===== src/rtl/dmem_arb_pkg.sv =====
// Shared types and constants for the two-port data-memory arbiter.
package dmem_arb_pkg;

    typedef enum logic [0:0] {
        IDLE = 1'b0,
        BUSY = 1'b1
    } arb_state_e;

    localparam int unsigned PORT_CPU = 0;
    localparam int unsigned PORT_AUX = 1;

    // Width of the access-latency down-counter, which holds values 0 .. lat-1.
    function automatic int unsigned cnt_width(input int unsigned lat);
        return (lat > 1) ? $clog2(lat) : 1;
    endfunction

endpackage


===== src/rtl/dmem_rr_pick.sv =====
// Combinational two-way round-robin picker: a lone requester wins, a tie goes to the
// port that was not granted last.
module dmem_rr_pick
    import dmem_arb_pkg::*;
(
    input  logic [1:0] req_i,
    input  logic       last_gnt_i,
    output logic       gnt_o,
    output logic       valid_o
);

    always_comb begin
        valid_o = |req_i;
        if (req_i[PORT_CPU] && req_i[PORT_AUX]) begin
            gnt_o = ~last_gnt_i;
        end else begin
            gnt_o = req_i[PORT_AUX];
        end
    end

endmodule


===== src/rtl/dmem_arbiter.sv =====
// Round-robin arbiter sharing a single-port data memory between the pipeline MEM stage
// (port 0) and an auxiliary master (port 1). Optional bounds check: DMEM_ARB_BOUNDS_EN.
module dmem_arbiter
    import dmem_arb_pkg::*;
#(
    parameter int unsigned AW      = 32,
    parameter int unsigned DW      = 32,
    parameter int unsigned MEM_LAT = 1,
    parameter int unsigned DEPTH   = 256
) (
    input  logic          clk_i,
    input  logic          rst_i,
    input  logic [1:0]    req_i,
    input  logic [1:0]    we_i,
    input  logic [AW-1:0] addr0_i,
    input  logic [AW-1:0] addr1_i,
    input  logic [DW-1:0] wdata0_i,
    input  logic [DW-1:0] wdata1_i,
    output logic [1:0]    ack_o,
    output logic [DW-1:0] rdata_o,
    output logic          err_o,
    output logic          stall0_o,
    output logic          busy_o,
    output logic [AW-1:0] mem_addr_o,
    output logic [DW-1:0] mem_wdata_o,
    output logic          mem_we_o,
    output logic          mem_re_o,
    input  logic [DW-1:0] mem_rdata_i
);

    localparam int unsigned   CW      = cnt_width(MEM_LAT);
    localparam logic [CW-1:0] CntLoad = CW'(MEM_LAT - 1);
    localparam int unsigned   XW      = ((AW > 32) ? AW : 32) + 1;

`ifdef DMEM_ARB_BOUNDS_EN
    localparam bit BoundsEn = 1'b1;
`else
    localparam bit BoundsEn = 1'b0;
`endif

    arb_state_e    state_q;
    logic          last_gnt_q;
    logic          gnt_q;
    logic          we_q;
    logic [AW-1:0] addr_q;
    logic [DW-1:0] wdata_q;
    logic [CW-1:0] cnt_q;
    logic [1:0]    ack_q;
    logic [DW-1:0] rdata_q;
    logic          err_q;
    logic          mem_we_q;
    logic          mem_re_q;

    logic          gnt;
    logic          gnt_valid;
    logic [AW-1:0] addr_sel;
    logic [DW-1:0] wdata_sel;
    logic          we_sel;
    logic          oob;

    dmem_rr_pick u_rr_pick (
        .req_i      (req_i),
        .last_gnt_i (last_gnt_q),
        .gnt_o      (gnt),
        .valid_o    (gnt_valid)
    );

    always_comb begin
        addr_sel  = gnt ? addr1_i : addr0_i;
        wdata_sel = gnt ? wdata1_i : wdata0_i;
        we_sel    = we_i[gnt];
        // Zero-extend both sides so DEPTH larger than the address range never wraps.
        oob       = BoundsEn && (XW'(addr_sel) >= XW'(DEPTH));
    end

    always_ff @(posedge clk_i or negedge rst_i) begin
        if (!rst_i) begin
            state_q    <= IDLE;
            last_gnt_q <= 1'b1;
            gnt_q      <= 1'b0;
            we_q       <= 1'b0;
            addr_q     <= '0;
            wdata_q    <= '0;
            cnt_q      <= '0;
            ack_q      <= '0;
            rdata_q    <= '0;
            err_q      <= 1'b0;
            mem_we_q   <= 1'b0;
            mem_re_q   <= 1'b0;
        end else begin
            ack_q <= '0;
            err_q <= 1'b0;
            unique case (state_q)
                IDLE: begin
                    if (gnt_valid) begin
                        last_gnt_q <= gnt;
                        gnt_q      <= gnt;
                        we_q       <= we_sel;
                        addr_q     <= addr_sel;
                        wdata_q    <= wdata_sel;
                        if (oob) begin
                            // Out-of-range access is answered at once without touching memory.
                            ack_q[gnt] <= 1'b1;
                            err_q      <= 1'b1;
                        end else begin
                            state_q  <= BUSY;
                            cnt_q    <= CntLoad;
                            mem_re_q <= ~we_sel;
                            mem_we_q <= we_sel && (CntLoad == '0);
                        end
                    end
                end
                BUSY: begin
                    if (cnt_q != '0) begin
                        cnt_q    <= cnt_q - CW'(1);
                        // The single write strobe lands in the final BUSY cycle.
                        mem_we_q <= we_q && (cnt_q == CW'(1));
                    end else begin
                        if (!we_q) begin
                            rdata_q <= mem_rdata_i;
                        end
                        ack_q[gnt_q] <= 1'b1;
                        state_q      <= IDLE;
                        mem_re_q     <= 1'b0;
                        mem_we_q     <= 1'b0;
                    end
                end
                default: state_q <= IDLE;
            endcase
        end
    end

    always_comb begin
        ack_o       = ack_q;
        rdata_o     = rdata_q;
        err_o       = err_q;
        busy_o      = (state_q == BUSY);
        stall0_o    = req_i[PORT_CPU] & ~ack_q[PORT_CPU];
        mem_addr_o  = addr_q;
        mem_wdata_o = wdata_q;
        mem_we_o    = mem_we_q;
        mem_re_o    = mem_re_q;
    end

endmodule


===== config.mk =====
export PLATFORM = sky130hd
export DESIGN_NAME = dmem_arbiter
export DESIGN_NICKNAME = d
export VERILOG_FILES = /design/src/rtl/dmem_arb_pkg.sv /design/src/rtl/dmem_rr_pick.sv /design/src/rtl/dmem_arbiter.sv
export SDC_FILE = /design/constraint.sdc
export NUM_CORES = 1
export LEC_CHECK = 0
export BUFFER_PORTS_ARGS = -buffer_cell sky130_fd_sc_hd__buf_2
export CORE_AREA = 2 2 104 106
export DETAILED_ROUTE_END_ITERATION = 16
export DIE_AREA = 0 0 106 108
export GPL_TIMING_DRIVEN = 0
export PLACE_DENSITY = 0.8
export SYNTH_ARGS = -nofsm -noshare
export SYNTH_HDL_FRONTEND = slang
export SYNTH_SLANG_ARGS = --single-unit

===== constraint.sdc =====
create_clock -name clk_i -period 2.4 [get_ports clk_i]
set_input_delay 0.36 -clock clk_i [delete_from_list [all_inputs] [get_ports clk_i]]
set_output_delay 0.36 -clock clk_i [all_outputs]
set_load 0.01 [all_outputs]

* Word-level counts from Yosys, hierarchy flattened
Index checks and enable logic that the tools add are counted.
Storage, ports and cells: logic and storage cells 52, bits in registers 105, input port bits 166, output and inout port bits 103
Operators by class: eq/ne operators 2, $add $sub $neg 1, multiplexer cells 21, reductions and logical operators 7, magnitude comparators 3, bitwise gates (word level) 7
Operator list (number):
- 32-bit 2-to-1 mux | 2
- 1-bit 2-to-1 mux | 12
- 1-bit case mux with 2 select lines | 4
- 1-bit NOT | 6
- 1-bit by 2-bit < comparator with 1-bit output, second input constant | 2
- 2-bit != test, second input constant | 2
- 2-bit case mux with 2 select lines | 1
- 2-bit AND reduction | 2
- 1-bit logical AND | 3
- 3-bit AND reduction | 1
- 2-bit 2-to-1 mux | 1
- 2-bit OR reduction | 1
- 1-bit AND | 1
- 1-bit demux with 1-bit select | 1
- 1-bit >= comparator, second input constant | 1
- 1-bit subtractor, second input constant | 1

* Depth between registers and ports, before layout
word-level depth 7, gate-level depth with buffers 6, gate-level depth less buffers 3

* Hierarchy
Synthesis repeated with hierarchy kept, for this count alone.
Second synthesis, totals: cell total of the unflattened synthesis 301, area, all modules 4698.3 µm²
By module, submodules not included:
- dmem_arbiter | cells each 299, area each 4684.5 µm², times used 1
- dmem_rr_pick | cells each 2, area each 13.8 µm², times used 1

* Least setup slack after synthesis
No wires, ideal clock.
path kind register to register, start point reg state_q (netlist: busy_o), end point reg rdata_q[10] (netlist: rdata_o[10]), arrival time 1.257 ns, cell stages (with the launch flop) 5, slack 1.018 ns, clock period less this slack 1.382 ns, path through dfrtp_1 inv_1 nor2_2 buf_4 mux2_2
On the way: word-level cells in the longest chain between the ends 1
RTL lines:
- start, declared | RTL line dmem_arbiter.sv:41 | arb_state_e state_q;
- start signal, assigned | RTL line dmem_arbiter.sv:78 | state_q <= IDLE;
- start signal, assigned | RTL line dmem_arbiter.sv:106 | state_q <= BUSY;
- start signal, assigned | RTL line dmem_arbiter.sv:123 | state_q <= IDLE;
- 3-bit AND reduction (no line)
- end signal, assigned | RTL line dmem_arbiter.sv:120 | rdata_q <= mem_rdata_i;
- end, declared | RTL line dmem_arbiter.sv:49 | logic [DW-1:0] rdata_q;
Every way passes these cells. A chain may end at the register's enable or synchronous reset.

* Final worst setup path
start point reg state_q (netlist: busy_o), end point reg rdata_q[27] (netlist: rdata_o[27])
Same word-level chain as after synthesis.

==> flow_metrics.py <==
metrics = {
    "run_status": {
        "status": "complete, no violations",
    },
    "sta": {
        "hold_viol": 0,
        "rsz0062_at_grt": "no",
        "drv_slew": 0,
        "fin_skew_ns": 0.01401,
        "clock.fmax_mhz": 622.7,
        "fin_crit_ns": 1.606,
        "period_share": 0.6691,
        "setup-tns-final_ns": 0,
        "setup_violations": 0,
    },
    "global_route": {
        "grt_usage": 0.2404,
        "grt_max_degree": 73,
        "globalRouteOverflowTotal": 0,
        "grt_pass1_wl_mm": 21.58,
        "grt_pass1_vias": 4244,
        "grt_antenna_before_repair": 0,
    },
    "critical_path": {
        "rr_worst_depth": 4,
        "cp_max_fo": 10,
        "critPathCaptureType": "register",
        "critPathLaunchType": "register",
        "crit_type": "register to register",
        "arrival_ns": 1.85,
        "cp.required_ns": 2.65,
    },
    "power": {
        "power.leakage_nw": 3.164,
        "ir_worst_vdd_mv": 0.4102,
        "p_per_area_nw_per_um2": 892.1,
    },
    "clock_tree": {
        "path_clk_slew_ns": 0.11,
        "clk_path_buf_depth": 2,
        "cts_max_level": 3,
        "cts-root-buf": "clkbuf_8",
        "cts.sinks": 104,
        "cts_tree": "built",
        "cts_buffers": 9,
        "clkLatencyLatePin_ns": 0.37,
    },
    "synthesis": {
        "synth_top_family_by_area": "simple AND/OR/NAND/NOR gates",
        "async_reset_ff_frac": 1.000,
        "synthMuxAreaShare": 0.08076,
        "yosys.area_share.adder": 0,
        "seq_area_frac_synth": 0.5836,
        "synth.top_cell.area_share": 0.5777,
        "yosysUniqueCellTypes": 23,
        "avgSynthCellArea_sq_um": 9.871,
        "yosysTopAreaCell": "dfrtp_1",
        "syn_area_sq_um": 4462,
        "syn_inst": 452,
        "synth_edf_count": 0,
        "syn-num-nets": 618,
        "synth-xor-area-share": 0,
        "synth_common_cells": "nand2_1, dfrtp_1, nor2_1",
        "synth_most_common_cell": "nand2_1",
        "yosysWarnings": 0,
        "synth-seq-cells": 104,
        "synth-compound-area-share": 0.1071,
        "synthFlopType": "dfrtp_1",
        "yosys.area_share.simple": 0.1761,
        "synthTopCellsByArea": "dfrtp_1, nand2_1, a31oi_1",
    },
    "drt": {
        "viasPerCell": 5.021,
        "drt_iter0_drc": 271,
        "wl_mm": 13.71,
        "num_vias": 4383,
        "wl_met3_mm": 1.084,
        "drc": 0,
        "wl_met2_mm": 7.044,
        "routedWlPerCell_um": 15.70,
        "met1_length_mm": 5.177,
        "top_layer_used": "met4",
        "antenna_left": 0,
        "drtPass1Iterations": 7,
    },
    "layout": {
        "fin_cells": 873,
        "area.growth.synth_to_final_pct": 39.40,
        "nets": 898,
        "layout-drive-gt1-share": 0.4776,
        "n_antenna_cell": 0,
    },
    "place": {
        "dpl.cell_count": 856,
        "place_hpwl_mm": 10.65,
        "routabilityCongestion": 0.8333,
        "port_buffers": 267,
    },
    "floorplanning": {
        "die_h_um": 108,
        "io-pin-count": 269,
        "die_w_um": 106,
        "core-area_sq_um": 10230,
        "dieArea_sq_um": 11450,
        "initial_core_util": 0.4361,
        "rows": 37,
    },
    "hold_path": {
        "whs_path_depth": 2,
        "hold_path.class": "primary input to register",
    },
    "flow_run": {
        "cap_viol_max_count": 0,
    },
}
-- final cells by class --
class,instances,area (sq um)
fillers,884,4011
flip-flops and latches,104,2604
clock inverters,6,73.82
clock buffers,10,137.6
plain buffers,33,222.7
multi-input cells,313,1628
repair buffers,269,1376
well taps,136,170.2
inverters,2,7.507
-- critical path, stage by stage (launching register included) --
cell	delay (ns)
dfrtp_1	0.46
inv_1	0.15
nor2_2	0.27
buf_4	0.25
mux2_2	0.36
-- final timing paths --
path,slack (ns),to,start
max,0.79,rdata_o[27]$_DFFE_PN0P_,busy_o$_DFF_PN0_
min,0.20,rdata_o[5]$_DFFE_PN0P_,mem_rdata_i[5]
max reg2reg,0.79,rdata_o[27]$_DFFE_PN0P_,busy_o$_DFF_PN0_
min reg2reg,0.43,ack_o[0]$_DFF_PN0_,gnt_q$_DFFE_PN0P_
max in group asynchronous,1.18,last_gnt_q$_DFFE_PN1P_,rst_i
min in group asynchronous,0.47,mem_wdata_o[22]$_DFFE_PN0P_,rst_i
-- stage by stage --
step / worst slack [ns] / cell area [sq um] / hold WS [ns] / total power, mW / utilization
after floorplan: 1.018 / 4462 / 0.06441 / 3.520 / -
after CTS: 0.8028 / 6220 / 0.1905 / 5.606 / 0.6079
after detailed placement: 0.8220 / 5998 / 0.3465 / 4.453 / 0.5863
final: 0.7942 / 6220 / 0.1992 / 5.548 / 0.6079
after global placement: -0.1094 / 5968 / 0.4242 / 4.372 / 0.5833
after global routing: 0.6847 / 6220 / 0.1982 / 5.883 / 0.6079
-- registers in the layout, summed over array words and instances (netlist names) --
signal / flops
mem_we_o: 1
last_gnt_q: 1
rdata_o: 32
busy_o: 1
mem_re_o: 1
gnt_q: 1
mem_wdata_o: 32
mem_addr_o: 32
ack_o: 2
we_q: 1
-- cells by family after synthesis --
kind of cell	after synthesis
other	1
muxes	32
and+or+nand+nor	206
DFF	104
AOI/OAI and AO/OA	74
buffers and inverters	35
-- cell usage in the layout, fill, tap and decap left out, types with 3 or more instances in the layout --
cell        n
a31oi_1    66
buf_2     279
buf_4      17
buf_6       3
clkbuf_8   10
dfrtp_1   103
mux2_2     30
nand2_1   132
nor2_1     69
-- metal layers --
metal | track usage | vias up
li1 | - | 2079
met1 | 0.2841 | 2057
met2 | 0.4253 | 217
met3 | 0.05847 | 30
met4 | 0.09305 | 0
met5 | 0 | -
-- where the power goes --
group          leakage (nW)  internal, mW  total [mW]  switching, mW
logic                  1.87         0.873        1.89           1.02
registers              1.19          2.25        2.51          0.255
clock network         0.101         0.526        1.15          0.627
-- what timing repair did --
action,in CTS,in global routing
gates resized for setup,0,0
hold buffers,1,0
buffers inserted,0,0
hold endpoints to repair,32,0
Note: power is estimated with default switching activity, not from simulation.
